`config.mk`:
```
export PLATFORM = sky130hd
export DESIGN_NAME = digit_sequencer
export DESIGN_NICKNAME = d
export VERILOG_FILES = /design/src/rtl/digit_seq_pkg.sv /design/src/rtl/seven_segment_driver.sv /design/src/rtl/digit_sequencer.sv
export SDC_FILE = /design/constraint.sdc
export NUM_CORES = 1
export LEC_CHECK = 0
export CORE_MARGIN = 4
export CORE_UTILIZATION = 39
export CTS_CLUSTER_DIAMETER = 120
export DETAILED_ROUTE_END_ITERATION = 8
export HOLD_SLACK_MARGIN = 0.12
export PLACE_DENSITY = 0.55
export SYNTH_ARGS = -nofsm -noshare
export SYNTH_HDL_FRONTEND = slang
export SYNTH_SLANG_ARGS = --single-unit
```
`constraint.sdc`:
```
create_clock -name clk -period 3.4 [get_ports clk]
set_clock_uncertainty 0.15 [all_clocks]
set_input_delay 0.68 -clock clk [delete_from_list [all_inputs] [get_ports clk]]
set_output_delay 0.68 -clock clk [all_outputs]
set_load 0.005 [all_outputs]
```
`src/rtl/digit_seq_pkg.sv`:
```
// Shared constants for the digit sequencer: digit table, blank code, FSM states.
package digit_seq_pkg;

    localparam int unsigned SEQ_LEN = 9;

    localparam logic [3:0] DIGIT_SEQ [0:SEQ_LEN-1] = '{
        4'd0, 4'd8, 4'd0, 4'd8, 4'd3, 4'd9, 4'd0, 4'd2, 4'd2
    };

    localparam logic [7:0] BLANK = 8'hFF;

    typedef enum logic [1:0] {
        IDLE = 2'd0,
        SHOW = 2'd1,
        GAP  = 2'd2
    } seq_state_t;

    // Largest of three cycle counts; sizes the shared show/gap counter.
    function automatic int unsigned max3(input int unsigned a, input int unsigned b,
                                         input int unsigned c);
        int unsigned m;
        m = (a > b) ? a : b;
        return (m > c) ? m : c;
    endfunction

endpackage

```
`src/rtl/seven_segment_driver.sv`:
```
// Hex digit to active-low seven-segment encoding, bit 7 = DP (kept off).
module seven_segment_driver (
    input  logic [3:0] num_in,
    output logic [7:0] seg_out
);

    // seg_out[6:0] = g,f,e,d,c,b,a; a zero lights the segment.
    always_comb begin
        seg_out = 8'hFF;
        case (num_in)
            4'h0: seg_out = 8'hC0;
            4'h1: seg_out = 8'hF9;
            4'h2: seg_out = 8'hA4;
            4'h3: seg_out = 8'hB0;
            4'h4: seg_out = 8'h99;
            4'h5: seg_out = 8'h92;
            4'h6: seg_out = 8'h82;
            4'h7: seg_out = 8'hF8;
            4'h8: seg_out = 8'h80;
            4'h9: seg_out = 8'h90;
            4'hA: seg_out = 8'h88;
            4'hB: seg_out = 8'h83;
            4'hC: seg_out = 8'hC6;
            4'hD: seg_out = 8'hA1;
            4'hE: seg_out = 8'h86;
            4'hF: seg_out = 8'h8E;
            default: seg_out = 8'hFF;
        endcase
    end

endmodule

```
`src/rtl/digit_sequencer.sv`:
```
// Plays the fixed digit table on one seven-segment display with blank gaps,
// started by a rising edge on start, aborted by stop, optionally looping.
module digit_sequencer
    import digit_seq_pkg::*;
#(
    parameter int unsigned SHOW_CYCLES = 25_000_000,
    parameter int unsigned GAP_CYCLES  = 5_000_000,
    parameter int unsigned NUM_DIGITS  = 9
) (
    input  logic       clk,
    input  logic       reset,
    input  logic       start,
    input  logic       stop,
    input  logic       loop_en,
    output logic [7:0] DISP,
    output logic       busy,
    output logic [3:0] digit_idx,
    output logic       done
);

    localparam int unsigned CW = $clog2(max3(SHOW_CYCLES, GAP_CYCLES, 2));
    localparam logic [CW-1:0] SHOW_LAST = CW'(SHOW_CYCLES - 1);
    localparam logic [CW-1:0] GAP_LAST  = CW'((GAP_CYCLES > 0) ? GAP_CYCLES - 1 : 0);
    localparam logic [3:0]    IDX_LAST  = 4'(NUM_DIGITS - 1);

    seq_state_t    state_q, state_d;
    logic [3:0]    idx_q, idx_d;
    logic [CW-1:0] cnt_q, cnt_d;
    logic          start_q;
    logic          done_q, done_d;
    logic          start_evt;
    logic [7:0]    seg;

    assign start_evt = start & ~start_q;

    always_ff @(posedge clk) begin
        if (reset) begin
            state_q <= IDLE;
            idx_q   <= 4'd0;
            cnt_q   <= '0;
            start_q <= 1'b1;
            done_q  <= 1'b0;
        end else begin
            state_q <= state_d;
            idx_q   <= idx_d;
            cnt_q   <= cnt_d;
            start_q <= start;
            done_q  <= done_d;
        end
    end

    always_comb begin
        state_d = state_q;
        idx_d   = idx_q;
        cnt_d   = cnt_q;
        done_d  = 1'b0;
        if (stop) begin
            state_d = IDLE;
            cnt_d   = '0;
        end else begin
            case (state_q)
                IDLE: begin
                    if (start_evt) begin
                        state_d = SHOW;
                        idx_d   = 4'd0;
                        cnt_d   = '0;
                    end
                end
                SHOW, GAP: begin
                    if ((state_q == SHOW && cnt_q == SHOW_LAST) ||
                        (state_q == GAP  && cnt_q == GAP_LAST)) begin
                        cnt_d = '0;
                        if (state_q == SHOW && GAP_CYCLES > 0) begin
                            state_d = GAP;
                        end else if (idx_q < IDX_LAST) begin
                            // Advance step: next digit, wrap, or finish.
                            idx_d   = idx_q + 4'd1;
                            state_d = SHOW;
                        end else if (loop_en) begin
                            idx_d   = 4'd0;
                            state_d = SHOW;
                        end else begin
                            state_d = IDLE;
                            done_d  = 1'b1;
                        end
                    end else begin
                        cnt_d = cnt_q + CW'(1);
                    end
                end
                default: begin
                    state_d = IDLE;
                    cnt_d   = '0;
                end
            endcase
        end
    end

    seven_segment_driver u_seg (
        .num_in  (DIGIT_SEQ[idx_q]),
        .seg_out (seg)
    );

    assign DISP      = (state_q == SHOW) ? seg : BLANK;
    assign busy      = (state_q != IDLE);
    assign digit_idx = idx_q;
    assign done      = done_q;

endmodule
```
==> flow_summary.ini <==
[die]
pin_count = 19
floorplan.initialDensity = 0.405
core-area_um2 = 4720
die_w_um = 78.0
fp.dieH_um = 78.0
die-area_um2 = 6090
rows = 25

[setup_path]
reg2reg_setup_slack_ns = 1.02
cp-startpoint = digit_idx[1]$_SDFFE_PP0P_
crit_type = reg -> out
end_kind = output pin
worstPathRequired_ns = 2.57
worstPathCellList = inv_1, ha_1, nand2b_1, o22a_1, o21ai_0, nand2_1, nand2_1, clkdlybuf4s50_1
slowest_stage = clkdlybuf4s50_1
cpLargestDelayFamily = buffers and inverters
worst-path-buf-inv = 2
cpPeakStageDelay_ns = 0.49
path_common_cell = nand2_1
reg2regPathDepth = 8
reg2reg_from = state_q[0]$_SDFFE_PP0P_
rr_endpoint = cnt_q[15]$_SDFFE_PP0P_
cp_max_fo = 8
critPathArrivalTime_ns = 2.27
setup.worst_path.start_class = register

[sta]
hold_viol_final = 0
fin_ws_ns = 0.304
setup_violations = 0
relSlewSlack = 0.590
fin_crit_ns = 3.10
tns_ns = 0
worstMarginPinSlew_ns = 0.614
rsz0062_at_grt = no
fin_crit_sh = 0.910
max_clock_freq_mhz = 323
maxSlewViolCount = 0

[worst_hold_path]
whs_path_depth = 2
hold_path_class = reg -> reg
min_to = cnt_q[1]$_SDFFE_PP0P_
hold_start = cnt_q[1]$_SDFFE_PP0P_

[logic_synthesis]
avgSynthCellArea_um2 = 8.50
synth-edff-count = 0
synthDistinctLibCells = 48
synthCells = 225
syn-num-nets = 238
ys_ff_latch = 33
synthArstFlopShare = 0
syn_area_um2 = 1910
yosysSeqAreaShare = 0.346
ys.flop_type = dfxtp_1
yosys_warnings = 0

[detailed_routing]
dr_total_vias = 1580
wire_per_inst_um = 13.1
drt-initial-drc-count = 94
drcViolationCount = 0
finalWirelength_um = 4100
vias_per_cell = 5.06
dr.pass1.iters = 4
ant_nets = 0

[power_and_ir_drop]
p_total_mw = 0.714
vdd.ir_drop.worst_mv = 0.244
power.static_leakage_nw = 0.717
p_comb_frac = 0.060
power_switching_mw = 0.162
switching_share = 0.227
pwr_density_cell_nw_per_um2 = 322
clkPwrFrac = 0.394
p_int_mw = 0.551
pwr-share-seq = 0.545

[placement]
hpwl_um = 2960
post-place-ws_ns = 0.593
gp_congestion = 0.842
dpl_cell_area_um2 = 2130
numPortBuffers = 17

[finish]
multiInputGateArea_um2 = 1180
fill_cells = 490
register_area_um2 = 661
diodes = 0
final_cell_area_um2 = 2210
syn2layout_area_growth_pct = 15.8
nNetsFinal = 257
drive_gt1_frac = 0.0898

[clock_tree]
ctsResizeCount = 0
cts_max_level = 2
cts_buffer_depth = 2
tritoncts = built
cts-buffers-inserted = 5
clock_sinks = 33
post_cts_hold_buffer_count = 0
clkTransAtPathRegs_ns = 0.07
cts_root_buf = clkbuf_8
post_cts_buffers = 0
clkLatencyLatePin_ns = 0.28

[global_routing]
grt_overflow = 0
grt_start_max_net_pins = 18
grt_pass1_wl_um = 7200
grt_pass1_vias = 1467
antenna_found_initial = 0
grt_use_total = 0.148

[flow_run]
cap_violations = 0

[status]
status = finished, final reports clean
-- state kept, by name, summed over array words and instances (netlist names) --
signal and flops:
state_q 2, done 1, cnt_q 25, digit_idx 4, start_q 1
-- final cells by class --
| type | count | area share |
|---|---|---|
| well taps | 67 | 0.0379 |
| repair buffers | 19 | 0.0837 |
| clock buffers | 8 | 0.0362 |
| multi-input cells | 179 | 0.534 |
| inverters | 6 | 0.0102 |
| flip-flops and latches | 33 | 0.298 |
-- cell usage after synthesis (2+ instances only) --
library cell  instances  area (µm²)
o211ai_1              2        15.0
inv_1                 6        22.5
buf_4                 3        22.5
nand2b_1              6        37.5
o21ai_0               7        35.0
mux2i_1               2        20.0
nor3_1                3        15.0
nand3_1               9        45.0
o2111ai_1             2        17.5
nor2_1               34         128
or2_2                 3        18.8
nand4_1              10        62.6
nor4_4                2        42.5
xor2_1               14         123
xnor2_1              10        87.6
or4_1                 2        15.0
nor4_1                5        31.3
nor3b_1               2        15.0
ha_1                  8         100
a21oi_1               3        15.0
or4b_1                2        20.0
and3_1                5        31.3
nand2_1              26        97.6
dfxtp_1              33         661
clkbuf_1              3        11.3
-- layout by cell type, fill, tap and decap left out, types with 6 or more instances in the layout --
| cell | count |
|---|---|
| nor2_1 | 34 |
| dfxtp_1 | 33 |
| nand2_1 | 26 |
| clkdlybuf4s50_1 | 17 |
| xor2_1 | 14 |
| nand4_1 | 10 |
| xnor2_1 | 10 |
| nand3_1 | 9 |
| ha_1 | 8 |
| o21ai_0 | 7 |
| inv_1 | 6 |
| nand2b_1 | 6 |
-- layer usage --
layer  track usage  vias up  share of wire
met1         0.217      725           0.54
met2         0.209       24           0.42
met3        0.0356        2          0.035
li1              -      829              -
met4        0.0524        0         0.0059
met5             0        -              0
-- worst min-delay path: stages, from the launching register on --
cell and delay (ns):
dfxtp_1 0.32, nand2_1 0.06, a21oi_1 0.05
-- logic make-up after synthesis --
| group | synth area share |
|---|---|
| and+or+nand+nor | 0.346 |
| DFF | 0.346 |
| AOI/OAI and AO/OA | 0.0975 |
| xor gates and xnor gates | 0.110 |
| buffers and inverters | 0.0366 |
| adders and majority gates | 0.0524 |
| muxes | 0.0105 |
| other | 0.00196 |
-- power by group through the flow --
stage / logic [mW] / registers, mW / clock network [mW]
after floorplan: 0.0282 / 0.398 / 0
after global placement: 0.0429 / 0.398 / 0
after detailed placement: 0.0431 / 0.398 / 0
after CTS: 0.0433 / 0.389 / 0.296
after global routing: 0.0471 / 0.389 / 0.318
final: 0.0431 / 0.389 / 0.282
-- per-stage QoR --
stage          hold WS, ns   util  cells
2_1_floorplan        0.299      -    225
3_3_place_gp         0.315  0.452    304
3_5_place_dp         0.318  0.452    304
4_1_cts              0.327  0.469    312
5_1_grt              0.367  0.469    312
6_report             0.323  0.469    312
-- how the worst max path moves through the flow --
| stage | depth (start not counted) | slack [ns] | endpoint |
|---|---|---|---|
| 5_1_grt | 8 | 0.11 | DISP[0] |
| 3_3_place_gp | 8 | 0.67 | DISP[0] |
| 3_5_place_dp | 8 | 0.59 | DISP[0] |
| 2_1_floorplan | 7 | 1.14 | DISP[0] |
| 4_1_cts | 8 | 0.28 | DISP[0] |
| 6_report | 8 | 0.30 | DISP[0] |
Power figures use the tool's default switching activity.
